**config.mk**
```make
export PLATFORM = sky130hd
export DESIGN_NAME = cmd_parser_flat
export DESIGN_NICKNAME = d
export VERILOG_FILES = /design/src/rtl/cmd_pkg.sv /design/src/rtl/cmd_parser_if.sv /design/src/rtl/cmd_reply_tx.sv /design/src/rtl/cmd_parser.sv /design/src/flat_wrapper.sv
export SDC_FILE = /design/constraint.sdc
export NUM_CORES = 1
export LEC_CHECK = 0
export CAP_MARGIN = 10
export CELL_PAD_IN_SITES_DETAIL_PLACEMENT = 0
export CELL_PAD_IN_SITES_GLOBAL_PLACEMENT = 1
export CORE_MARGIN = 2
export CORE_UTILIZATION = 25
export DETAILED_ROUTE_END_ITERATION = 16
export GPL_TIMING_DRIVEN = 0
export PLACE_DENSITY = 0.62
export SLEW_MARGIN = 20
export SYNTH_ARGS = -nofsm -noshare
export SYNTH_HDL_FRONTEND = slang
export SYNTH_SLANG_ARGS = --single-unit
```
**constraint.sdc**
```tcl
create_clock -name sys_clk -period 2.45 [get_ports sys_clk]
set_input_delay 0.735 -clock sys_clk [delete_from_list [all_inputs] [get_ports sys_clk]]
set_output_delay 0.735 -clock sys_clk [all_outputs]
set_load 0.02 [all_outputs]
```
**src/rtl/cmd_pkg.sv**
```systemverilog
// Shared definitions for the ASCII command parser: character constants,
// controller states and hex <-> ASCII helpers.
package cmd_pkg;

    localparam logic [7:0] CH_W = 8'h57;
    localparam logic [7:0] CH_R = 8'h52;
    localparam logic [7:0] CH_K = 8'h4b;
    localparam logic [7:0] CH_E = 8'h45;
    localparam logic [7:0] CR   = 8'h0d;
    localparam logic [7:0] LF   = 8'h0a;

    typedef enum logic [2:0] {
        ST_IDLE,
        ST_DECODE,
        ST_EXEC,
        ST_SEND,
        ST_WAIT_HI,
        ST_WAIT_LO
    } state_t;

    // Returns {valid, nibble}; valid is 0 for anything outside 0-9/A-F/a-f.
    function automatic logic [4:0] hex2nib(input logic [7:0] c);
        if (c >= 8'h30 && c <= 8'h39) return {1'b1, 4'(c - 8'h30)};
        if (c >= 8'h41 && c <= 8'h46) return {1'b1, 4'(c - 8'h37)};
        if (c >= 8'h61 && c <= 8'h66) return {1'b1, 4'(c - 8'h57)};
        return 5'b0;
    endfunction

    // Nibble to uppercase ASCII hex digit.
    function automatic logic [7:0] nib2hex(input logic [3:0] n);
        if (n < 4'd10) return 8'h30 + {4'h0, n};
        return 8'h37 + {4'h0, n};
    endfunction

endpackage

```
**src/rtl/cmd_parser_if.sv**
```systemverilog
// Command input and UART transmit handshake between the line-assembly
// stage / transmitter (master side) and the command parser (slave side).
interface cmd_parser_if;
    logic [31:0] info;
    logic        update;
    logic        tx_busy;
    logic        tx_start;
    logic [7:0]  tx_byte;

    modport master (
        output info, update, tx_busy,
        input  tx_start, tx_byte
    );

    modport slave (
        input  info, update, tx_busy,
        output tx_start, tx_byte
    );
endinterface

```
**src/rtl/cmd_reply_tx.sv**
```systemverilog
// Reply sequencer: holds up to four reply bytes and hands them one at a time
// to the UART transmitter, waiting for a full busy high/low cycle per byte.
module cmd_reply_tx
    import cmd_pkg::*;
(
    input  logic        clk,
    input  logic        rst_n,
    input  logic        i_load,
    input  logic [2:0]  i_len,
    input  logic [31:0] i_bytes,
    input  logic        i_tx_busy,
    output logic        o_tx_start,
    output logic [7:0]  o_tx_byte,
    output logic        o_done
);

    state_t     r_state;
    logic [7:0] r_buf [4];
    logic [2:0] r_len;
    logic [1:0] r_idx;
    logic       w_last;

    assign w_last     = ({1'b0, r_idx} == (r_len - 3'd1));
    // Start is offered in the SEND cycle itself so the first byte can go out
    // three cycles after the command strobe.
    assign o_tx_start = (r_state == ST_SEND) && !i_tx_busy;
    assign o_tx_byte  = r_buf[r_idx];
    assign o_done     = (r_state == ST_WAIT_LO) && !i_tx_busy && w_last;

    // Byte sequencer: load buffer, then SEND -> WAIT_HI -> WAIT_LO per byte.
    always_ff @(posedge clk or negedge rst_n) begin
        if (!rst_n) begin
            r_state <= ST_IDLE;
            r_len   <= 3'd0;
            r_idx   <= 2'd0;
            for (int i = 0; i < 4; i++) r_buf[i] <= 8'h00;
        end else if (i_load) begin
            for (int i = 0; i < 4; i++) r_buf[i] <= i_bytes[8*i +: 8];
            r_len   <= i_len;
            r_idx   <= 2'd0;
            r_state <= ST_SEND;
        end else begin
            unique case (r_state)
                ST_SEND:    if (!i_tx_busy) r_state <= ST_WAIT_HI;
                ST_WAIT_HI: if (i_tx_busy)  r_state <= ST_WAIT_LO;
                ST_WAIT_LO: begin
                    if (!i_tx_busy) begin
                        if (w_last) begin
                            r_state <= ST_IDLE;
                        end else begin
                            r_idx   <= r_idx + 2'd1;
                            r_state <= ST_SEND;
                        end
                    end
                end
                default:    r_state <= ST_IDLE;
            endcase
        end
    end

endmodule

```
**src/rtl/cmd_parser.sv**
```systemverilog
// ASCII command parser: decodes 4-char read/write commands against a small
// byte-wide register bank and streams a CR LF terminated reply to the UART.
module cmd_parser
    import cmd_pkg::*;
#(
    parameter int NREG = 8,
    parameter int AW   = 4
) (
    input  logic              sys_clk,
    input  logic              rst_n,
    cmd_parser_if.slave       bus,
    output logic [NREG*8-1:0] reg_bus,
    output logic              wr_strobe,
    output logic [AW-1:0]     wr_addr,
    output logic              busy,
    output logic [7:0]        drop_cnt
);

    state_t        r_state;
    logic [31:0]   r_cmd;
    logic          r_do_wr;
    logic          r_do_rd;
    logic [AW-1:0] r_addr;
    logic [7:0]    r_data;
    logic          r_wr_strobe;
    logic [AW-1:0] r_wr_addr;
    logic [7:0]    r_drop_cnt;
    logic [7:0]    r_regs [NREG];

    logic [4:0]    w_addr_nib;
    logic [4:0]    w_hi_nib;
    logic [4:0]    w_lo_nib;
    logic          w_op_wr;
    logic          w_op_rd;
    logic          w_addr_ok;
    logic          w_wr_ok;
    logic [7:0]    w_rd_val;
    logic [2:0]    w_len;
    logic [31:0]   w_bytes;
    logic          w_load;
    logic          w_done;

    assign w_addr_nib = hex2nib(r_cmd[15:8]);
    assign w_hi_nib   = hex2nib(r_cmd[23:16]);
    assign w_lo_nib   = hex2nib(r_cmd[31:24]);
    assign w_op_wr    = (r_cmd[7:0] == CH_W) || (r_cmd[7:0] == (CH_W | 8'h20));
    assign w_op_rd    = (r_cmd[7:0] == CH_R) || (r_cmd[7:0] == (CH_R | 8'h20));
    assign w_addr_ok  = w_addr_nib[4] && ({1'b0, w_addr_nib[3:0]} < 5'(NREG));
    assign w_wr_ok    = w_op_wr && w_addr_ok && w_hi_nib[4] && w_lo_nib[4];
    assign w_load     = (r_state == ST_EXEC);

    // Read mux and reply assembly (byte 0 is sent first).
    always_comb begin
        w_rd_val = 8'h00;
        for (int i = 0; i < NREG; i++) begin
            if (r_addr == AW'(i)) w_rd_val = r_regs[i];
        end
        w_len   = 3'd3;
        w_bytes = {8'h00, LF, CR, CH_E};
        if (r_do_wr) begin
            w_bytes = {8'h00, LF, CR, CH_K};
        end else if (r_do_rd) begin
            w_len   = 3'd4;
            w_bytes = {LF, CR, nib2hex(w_rd_val[3:0]), nib2hex(w_rd_val[7:4])};
        end
    end

    // Flatten the register bank for the experiment-control side.
    always_comb begin
        reg_bus = '0;
        for (int i = 0; i < NREG; i++) reg_bus[8*i +: 8] = r_regs[i];
    end

    // Command FSM: accept in IDLE, decode, execute, then wait for the reply.
    always_ff @(posedge sys_clk or negedge rst_n) begin
        if (!rst_n) begin
            r_state     <= ST_IDLE;
            r_cmd       <= 32'h0;
            r_do_wr     <= 1'b0;
            r_do_rd     <= 1'b0;
            r_addr      <= '0;
            r_data      <= 8'h00;
            r_wr_strobe <= 1'b0;
            r_wr_addr   <= '0;
            r_drop_cnt  <= 8'h00;
            for (int i = 0; i < NREG; i++) r_regs[i] <= 8'h00;
        end else begin
            r_wr_strobe <= 1'b0;
            // Only an update seen in IDLE is taken; anything else is a drop.
            if (bus.update && (r_state != ST_IDLE) && (r_drop_cnt != 8'hff))
                r_drop_cnt <= r_drop_cnt + 8'd1;
            unique case (r_state)
                ST_IDLE: begin
                    if (bus.update) begin
                        r_cmd   <= bus.info;
                        r_state <= ST_DECODE;
                    end
                end
                ST_DECODE: begin
                    r_do_wr <= w_wr_ok;
                    r_do_rd <= w_op_rd && w_addr_ok;
                    r_addr  <= AW'(w_addr_nib[3:0]);
                    r_data  <= {w_hi_nib[3:0], w_lo_nib[3:0]};
                    // Strobe and address become visible together in EXEC.
                    r_wr_strobe <= w_wr_ok;
                    if (w_wr_ok) r_wr_addr <= AW'(w_addr_nib[3:0]);
                    r_state <= ST_EXEC;
                end
                ST_EXEC: begin
                    if (r_do_wr) begin
                        for (int i = 0; i < NREG; i++) begin
                            if (r_addr == AW'(i)) r_regs[i] <= r_data;
                        end
                    end
                    r_state <= ST_SEND;
                end
                ST_SEND: begin
                    if (w_done) r_state <= ST_IDLE;
                end
                default: r_state <= ST_IDLE;
            endcase
        end
    end

    cmd_reply_tx u_tx (
        .clk        (sys_clk),
        .rst_n      (rst_n),
        .i_load     (w_load),
        .i_len      (w_len),
        .i_bytes    (w_bytes),
        .i_tx_busy  (bus.tx_busy),
        .o_tx_start (bus.tx_start),
        .o_tx_byte  (bus.tx_byte),
        .o_done     (w_done)
    );

    assign wr_strobe = r_wr_strobe;
    assign wr_addr   = r_wr_addr;
    assign busy      = (r_state != ST_IDLE);
    assign drop_cnt  = r_drop_cnt;

endmodule

```
**src/flat_wrapper.sv**
```systemverilog
// flat-port wrapper written by rule: the top's interface ports become plain ports
module cmd_parser_flat import cmd_pkg::*;
#(
    parameter int NREG = 8,
    parameter int AW   = 4
)
  (sys_clk, rst_n, reg_bus, wr_strobe, wr_addr, busy, drop_cnt, bus_info, bus_update, bus_tx_busy, bus_tx_start, bus_tx_byte);
  cmd_parser_if bus_i ();
  input  logic sys_clk;
  input  logic rst_n;
  output logic [NREG*8-1:0] reg_bus;
  output logic wr_strobe;
  output logic [AW-1:0] wr_addr;
  output logic busy;
  output logic [7:0] drop_cnt;
  input wire logic [$bits(bus_i.info)-1:0] bus_info;
  input wire logic [$bits(bus_i.update)-1:0] bus_update;
  input wire logic [$bits(bus_i.tx_busy)-1:0] bus_tx_busy;
  output wire logic [$bits(bus_i.tx_start)-1:0] bus_tx_start;
  output wire logic [$bits(bus_i.tx_byte)-1:0] bus_tx_byte;
  assign bus_i.info = bus_info;
  assign bus_i.update = bus_update;
  assign bus_i.tx_busy = bus_tx_busy;
  assign bus_tx_start = bus_i.tx_start;
  assign bus_tx_byte = bus_i.tx_byte;
  cmd_parser #(.NREG(NREG), .AW(AW)) u_core (.sys_clk(sys_clk), .rst_n(rst_n), .bus(bus_i), .reg_bus(reg_bus), .wr_strobe(wr_strobe), .wr_addr(wr_addr), .busy(busy), .drop_cnt(drop_cnt));
endmodule
```
==> metrics.txt, run 1 <==
R2R depth 9; Area growth syn-to-layout 38.0%; Synth Flop Type dfrtp_1; die height 174 um; violated checks negative setup slack; Hold WC Path Type in -> async; Slew Limit Fails 0; final hold viol count 0; Psw 3.62 mW; global-route wire length before repair 33.9 mm; initial core utilization 0.252; Design Area, Final 0.00993 mm^2; grt ovf 0; Leakage 4.24 nW; Peak VDD IR 0.409 mV; vias in the first global route 5559; Port Buf Inserts 120; sequential share of power 0.346; RSZ-0062 raised after global routing true; Post-Place Setup Slack -0.656 ns; Fmax 0.380 GHz; Post-DRT Antenna Nets 0; starting DRC count in detailed routing 381; Synth warnings 0; crit path max fanout 10; Post-synth ARST share 1.00; syn_nets 679; Slew headroom 0.394; Seq/Total Area, Yosys 0.508; Placed Instance Area 0.00894 mm^2; H-tree depth 4; Core ar. 0.0285 mm^2; critical path type reg -> reg; Cells after Synth 625; die width 174 um; worst-margin pin slew 0.904 ns; clk_skew 0.0126 ns; Final GP Congestion 0.777; num ports 123; Inserted Clock Buffers 17; Avg Inst Size Synth 11.5 um^2; Internal 6.34 mW; mapped cell area 0.00720 mm^2; crit end category flip-flop; most common cell after layout, fill and taps aside dfrtp_1; Initial DRT Pass Iterations 5; data arrival time of the worst path 2.97 ns; maxcap violations 0; outcome finished with violations; Power Total 9.96 mW; Cell Pwr Density 1000 mW/mm^2; placed cells 1131; share of post-route cells with drive strength above 1 0.272; fin util 0.348; final setup fails 1; Net Sw Frac 0.364; nets@finish 847; Setup TNS Final -0.180 ns; Hold Slack 0.234 ns; Total Routing Usage GR 0.146; Wirelength per Cell 18.1 um; final worst slack -0.180 ns; non-filler cells, final 1191; post-synthesis register bit count 146; Via density 4.66; initial antenna violation count 0; EDFF count, synth 0; most frequent cells in the layout dfrtp_1, clkdlybuf4s50_1, mux2_2, nand2_1, buf_4; Gate power share 0.370; Clock Path Buffers 2; Clk pwr share 0.284; Critical Path RT 2.79 ns; via count 5548; fin crit share 1.07; final wirelength 21.6 mm; clock latency at the later pin of the worst-skew pair 0.42 ns; Worst Setup Start Kind flip-flop; Cell Rows 62; fin crit period 2.63 ns; CTS Root Cell clkbuf_16; Clock Sinks 146; # hold bufs at CTS 0; CTS tree built; Cell variety after synth 78; clock-pin slew on the worst setup and hold paths 0.06 ns; # DRC 0; largest net degree at the start of global routing 94; Final HPWL DP 15.5 mm; Die Area 0.0302 mm^2
[cells by family after synthesis]
logic type | Yosys count | share of synthesized area
buffers and inverters | 61 | 0.0353
and+or+nand+nor | 152 | 0.110
AOI/OAI and AO/OA | 123 | 0.120
DFF | 146 | 0.508
other | 1 | 0.000521
adders and majority gates | 18 | 0.0313
xor gates and xnor gates | 12 | 0.0146
muxes | 112 | 0.181
[per-layer routing]
| metal | routed length [um] | part of all wire | GRT usage |
|---|---|---|---|
| met5 | 0 | 0 | 0 |
| met4 | 378 | 0.018 | 0.0441 |
| met3 | 871 | 0.040 | 0.0320 |
| met2 | 10200 | 0.47 | 0.233 |
| met1 | 10200 | 0.47 | 0.199 |
[power by group through the flow]
| stage | Combinational [mW] | Clock (mW) | Sequential [mW] |
|---|---|---|---|
| 6_report | 3.69 | 2.83 | 3.44 |
| 5_1_grt | 4.04 | 3.01 | 3.54 |
| 4_1_cts | 3.51 | 2.89 | 3.44 |
| 3_5_place_dp | 3.22 | 0 | 3.47 |
| 3_3_place_gp | 3.16 | 0 | 3.46 |
| 2_1_floorplan | 2.18 | 0 | 3.32 |
[cells in the mapped netlist, drive strengths merged, types with 3 or more instances]
| cell type | n | share of area |
|---|---|---|
| dfrtp | 146 | 0.51 |
| mux2 | 95 | 0.15 |
| nand2 | 45 | 0.023 |
| nor2 | 36 | 0.019 |
| o21ai | 34 | 0.024 |
| inv | 31 | 0.016 |
| a21oi | 21 | 0.015 |
| ha | 18 | 0.031 |
| buf | 15 | 0.011 |
| clkbuf | 14 | 0.0073 |
| nand2b | 14 | 0.012 |
| mux2i | 13 | 0.018 |
| nor3 | 10 | 0.0076 |
| xnor2 | 8 | 0.0097 |
| nand3 | 7 | 0.0049 |
| a22oi | 6 | 0.0063 |
| a31oi | 6 | 0.0052 |
| nor2b | 6 | 0.0052 |
| a22o | 5 | 0.0061 |
| a21o | 4 | 0.0042 |
| mux4 | 4 | 0.013 |
| nand4 | 4 | 0.0035 |
| nor3b | 4 | 0.0042 |
| o21bai | 4 | 0.0057 |
| o221ai | 4 | 0.0049 |
| o22ai | 4 | 0.0035 |
| o2bb2ai | 4 | 0.0049 |
| xor2 | 4 | 0.0049 |
| a21boi | 3 | 0.0031 |
| and3 | 3 | 0.0026 |
| nand3b | 3 | 0.0031 |
| nand4b | 3 | 0.0037 |
| nor4 | 3 | 0.0043 |
[flip-flops by register name, indices dropped and copies added, names as in the netlist]
signal,count
u_core.reg_bus,64
u_core.r_cmd,31
u_core.u_tx.r_buf,16
u_core.drop_cnt,8
u_core.r_data,8
u_core.r_addr,4
u_core.wr_addr,4
u_core.u_tx.r_state,3
u_core.r_state,2
u_core.u_tx.r_idx,2
u_core.r_do_rd,1
u_core.r_do_wr,1
u_core.u_tx.r_len,1
u_core.wr_strobe,1
[worst max-delay path: stages, from the launching register on]
cell and delay (ns):
dfrtp_1 0.43, buf_6 0.20, mux2i_2 0.24, o21ai_0 0.10, a222oi_1 0.56, buf_4 0.23, ha_4 0.14, inv_2 0.03
or4b_1 0.49, a31oi_1 0.13
[what timing repair did]
action,in CTS,in global routing
gates resized for setup,55,16
pin swaps,6,5
gates cloned,0,0
setup buffers,18,13
endpoints found under the setup margin,86,62
[path summary, 6_finish.rpt]
kind                                  startpoint                    end  slack, ns
min reg2reg                u_core.u_tx.r_buf[11]  u_core.u_tx.r_buf[11]       0.48
min                                        rst_n  u_core.u_tx.r_buf[20]       0.23
max                             u_core.r_addr[1]  u_core.u_tx.r_buf[26]      -0.18
max reg2reg                     u_core.r_addr[1]  u_core.u_tx.r_buf[26]      -0.18
min in group sys_clk       u_core.u_tx.r_buf[11]  u_core.u_tx.r_buf[11]       0.48
max in group asynchronous                  rst_n       u_core.r_cmd[24]       1.39
[cell type report]
class	count	area [um^2]
antenna	1	2.50
buffer	25	166
clock buffer	20	457
clock inverter	12	179
fill	2944	18600
inverter	32	126
multi-input combinational	418	3400
sequential	146	3660
tap	384	480
timing repair buffer	153	1460
Power figures use the tool's default switching activity.
==> run 2, diff against run 1 <==
--- a/config.mk
+++ b/config.mk
@@ -9,10 +9,10 @@
 export CELL_PAD_IN_SITES_DETAIL_PLACEMENT = 0
 export CELL_PAD_IN_SITES_GLOBAL_PLACEMENT = 1
 export CORE_MARGIN = 2
-export CORE_UTILIZATION = 25
+export CORE_UTILIZATION = 32
 export DETAILED_ROUTE_END_ITERATION = 16
 export GPL_TIMING_DRIVEN = 0
-export PLACE_DENSITY = 0.62
+export PLACE_DENSITY = 0.65
 export SLEW_MARGIN = 20
 export SYNTH_ARGS = -nofsm -noshare
 export SYNTH_HDL_FRONTEND = slang
==> run 2 against run 1 <==
  * Cell count shrank 9.2%
  * Clock skew shrank 0.00086 ns
  * Via count is 0.83% higher
  * First-iteration DRC count is 37% lower
  * Register-to-register slack got worse by 0.02 ns
  * Sequential cell count did not move
  * Total power is 1.3% lower
  * Sequential share of layout area up 0.58 points
  * Critical endpoint unchanged
  * The run still ends with negative setup slack left
  * Routed wire length decreased by 5.2%
  * Largest cell class unchanged
==> metrics.txt, run 2 (synthesis results as in run 1) <==
outcome finished with violations; violated checks negative setup slack; vias in the first global route 5805; final worst slack -0.203 ns; Peak VDD IR 0.560 mV; clock latency at the later pin of the worst-skew pair 0.43 ns; most frequent cells in the layout dfrtp_1, clkdlybuf4s50_1, mux2_2, nand2_1, nor2_1; via count 5594; critical path type reg -> reg; fin util 0.446; Critical Path RT 2.79 ns; initial core utilization 0.328; Fmax 0.377 GHz; clk_skew 0.0118 ns; Clock Path Buffers 2; Final HPWL DP 14.8 mm; die height 154 um; reg2reg end u_core.u_tx.r_buf[26]; Die Area 0.0237 mm^2; worst-margin pin slew 0.811 ns; Total Routing Usage GR 0.180; die width 154 um; H-tree depth 4; num ports 123; CTS Root Cell clkbuf_16; Final GP Congestion 0.837; Inserted Clock Buffers 17; multi-input combinational cell area 0.00347 mm^2; FF/Latch Area 0.00366 mm^2; max reg flops 64; Wirelength per Cell 18.9 um; clock-pin slew on the worst setup and hold paths 0.06 ns; crit path max fanout 7; fin crit share 1.08; nets@finish 842; Via density 5.17; RR Startpoint u_core.r_addr[0]; Slew headroom 0.455; RSZ-0062 raised after global routing true; Post-Place Setup Slack -0.704 ns; placed cells 1027; Power Total 9.84 mW; starting DRC count in detailed routing 240; Hold WC Path Type in -> async; Core ar. 0.0220 mm^2; grt ovf 0; Leakage 4.23 nW; non-filler cells, final 1081; initial antenna violation count 0; Worst Setup Start Kind flip-flop; Slew Limit Fails 0; Clock Sinks 146; final setup fails 1; data arrival time of the worst path 3.00 ns; share of post-route cells with drive strength above 1 0.278; # fillers 2055; Post-DRT Antenna Nets 0; R2R depth 9; Initial DRT Pass Iterations 4; antenna cells 0; Cell Rows 54; maxcap violations 0; largest net degree at the start of global routing 97; Area growth syn-to-layout 36.0%; CTS tree built; # DRC 0; Port Buf Inserts 120; # hold bufs at CTS 0; global-route wire length before repair 32.9 mm; fin crit period 2.65 ns; Cell Pwr Density 1010 mW/mm^2; final wirelength 20.5 mm; r2r setup slk -0.20 ns; crit end category flip-flop; final hold viol count 0; most common cell after layout, fill and taps aside dfrtp_1
-- run 2: cell count changes in the layout (fill, tap and decap cells not counted), sizes merged --
cell / before / now
clkbuf: 31 / 34
bufinv: 4 / 3
inv: 31 / 30
buf: 51 / 46
dlygate4sd2: 7 / 6
diode: 1 / 0
-- run 2: metrics by stage --
step	area [um^2]	hold slack, ns	TNS, ns
finish	9790	0.344	-0.203
global route	9790	0.397	-0.431
CTS	9670	0.367	-0.170
detailed placement	8810	0.446	-24.09
global placement	8750	0.446	-787.24
floorplan	7200	0.431	0
-- run 2: critical path, stage by stage, from the launching register on --
cell      delay, ns
dfrtp_2        0.44
buf_8          0.14
and2b_2        0.22
a22o_1         0.21
a222oi_1       0.50
buf_4          0.23
ha_4           0.14
inv_2          0.03
or4b_1         0.51
a31oi_1        0.14
-- run 2: worst max path at each step --
stage / to / slack [ns] / startpoint / cells after the start
3_3_place_gp: u_core.reg_bus[1] / -5.25 / rst_n / 1
5_1_grt: u_core.u_tx.r_buf[26] / -0.22 / u_core.r_addr[1] / 10
4_1_cts: u_core.u_tx.r_buf[26] / -0.15 / u_core.r_addr[0] / 10
2_1_floorplan: u_core.u_tx.r_buf[26] / 0.005 / u_core.r_addr[0] / 11
3_5_place_dp: u_core.reg_bus[24] / -0.70 / u_core.r_state[0] / 8
6_report: u_core.u_tx.r_buf[26] / -0.20 / u_core.r_addr[0] / 9
-- run 2: area by class of cell --
class | instances | area share
Clock buffer | 22 | 0.0474
Inverter | 32 | 0.0129
Multi-Input combinational cell | 418 | 0.354
Timing Repair Buffer | 150 | 0.146
Buffer | 23 | 0.0161
Clock inverter | 10 | 0.0136
Sequential cell | 146 | 0.374
Tap cell | 280 | 0.0358
-- run 2: repair_timing --
action,4_1_cts,5_1_grt
pin swaps,8,8
resized for setup,60,33
setup buffers,21,7
endpoints found under the setup margin,87,19
-- run 2: routing by layer --
layer / share of wire / vias up / routed length (um) / GRT usage
met5: 0 / - / 0 / 0
met2: 0.48 / 168 / 9750 / 0.287
met4: 0.022 / 0 / 448 / 0.0583
li1: - / 2596 / - / -
met1: 0.45 / 2801 / 9160 / 0.240
met3: 0.054 / 29 / 1110 / 0.0451
-- run 2: power breakdown --
| part | internal (mW) | switching, mW | leakage [nW] | total (mW) |
|---|---|---|---|---|
| registers | 2.88 | 0.585 | 1.89 | 3.47 |
| clock network | 1.65 | 1.01 | 0.286 | 2.66 |
| logic | 1.72 | 1.99 | 2.05 | 3.71 |
| total | 6.25 | 3.59 | 4.23 | 9.84 |
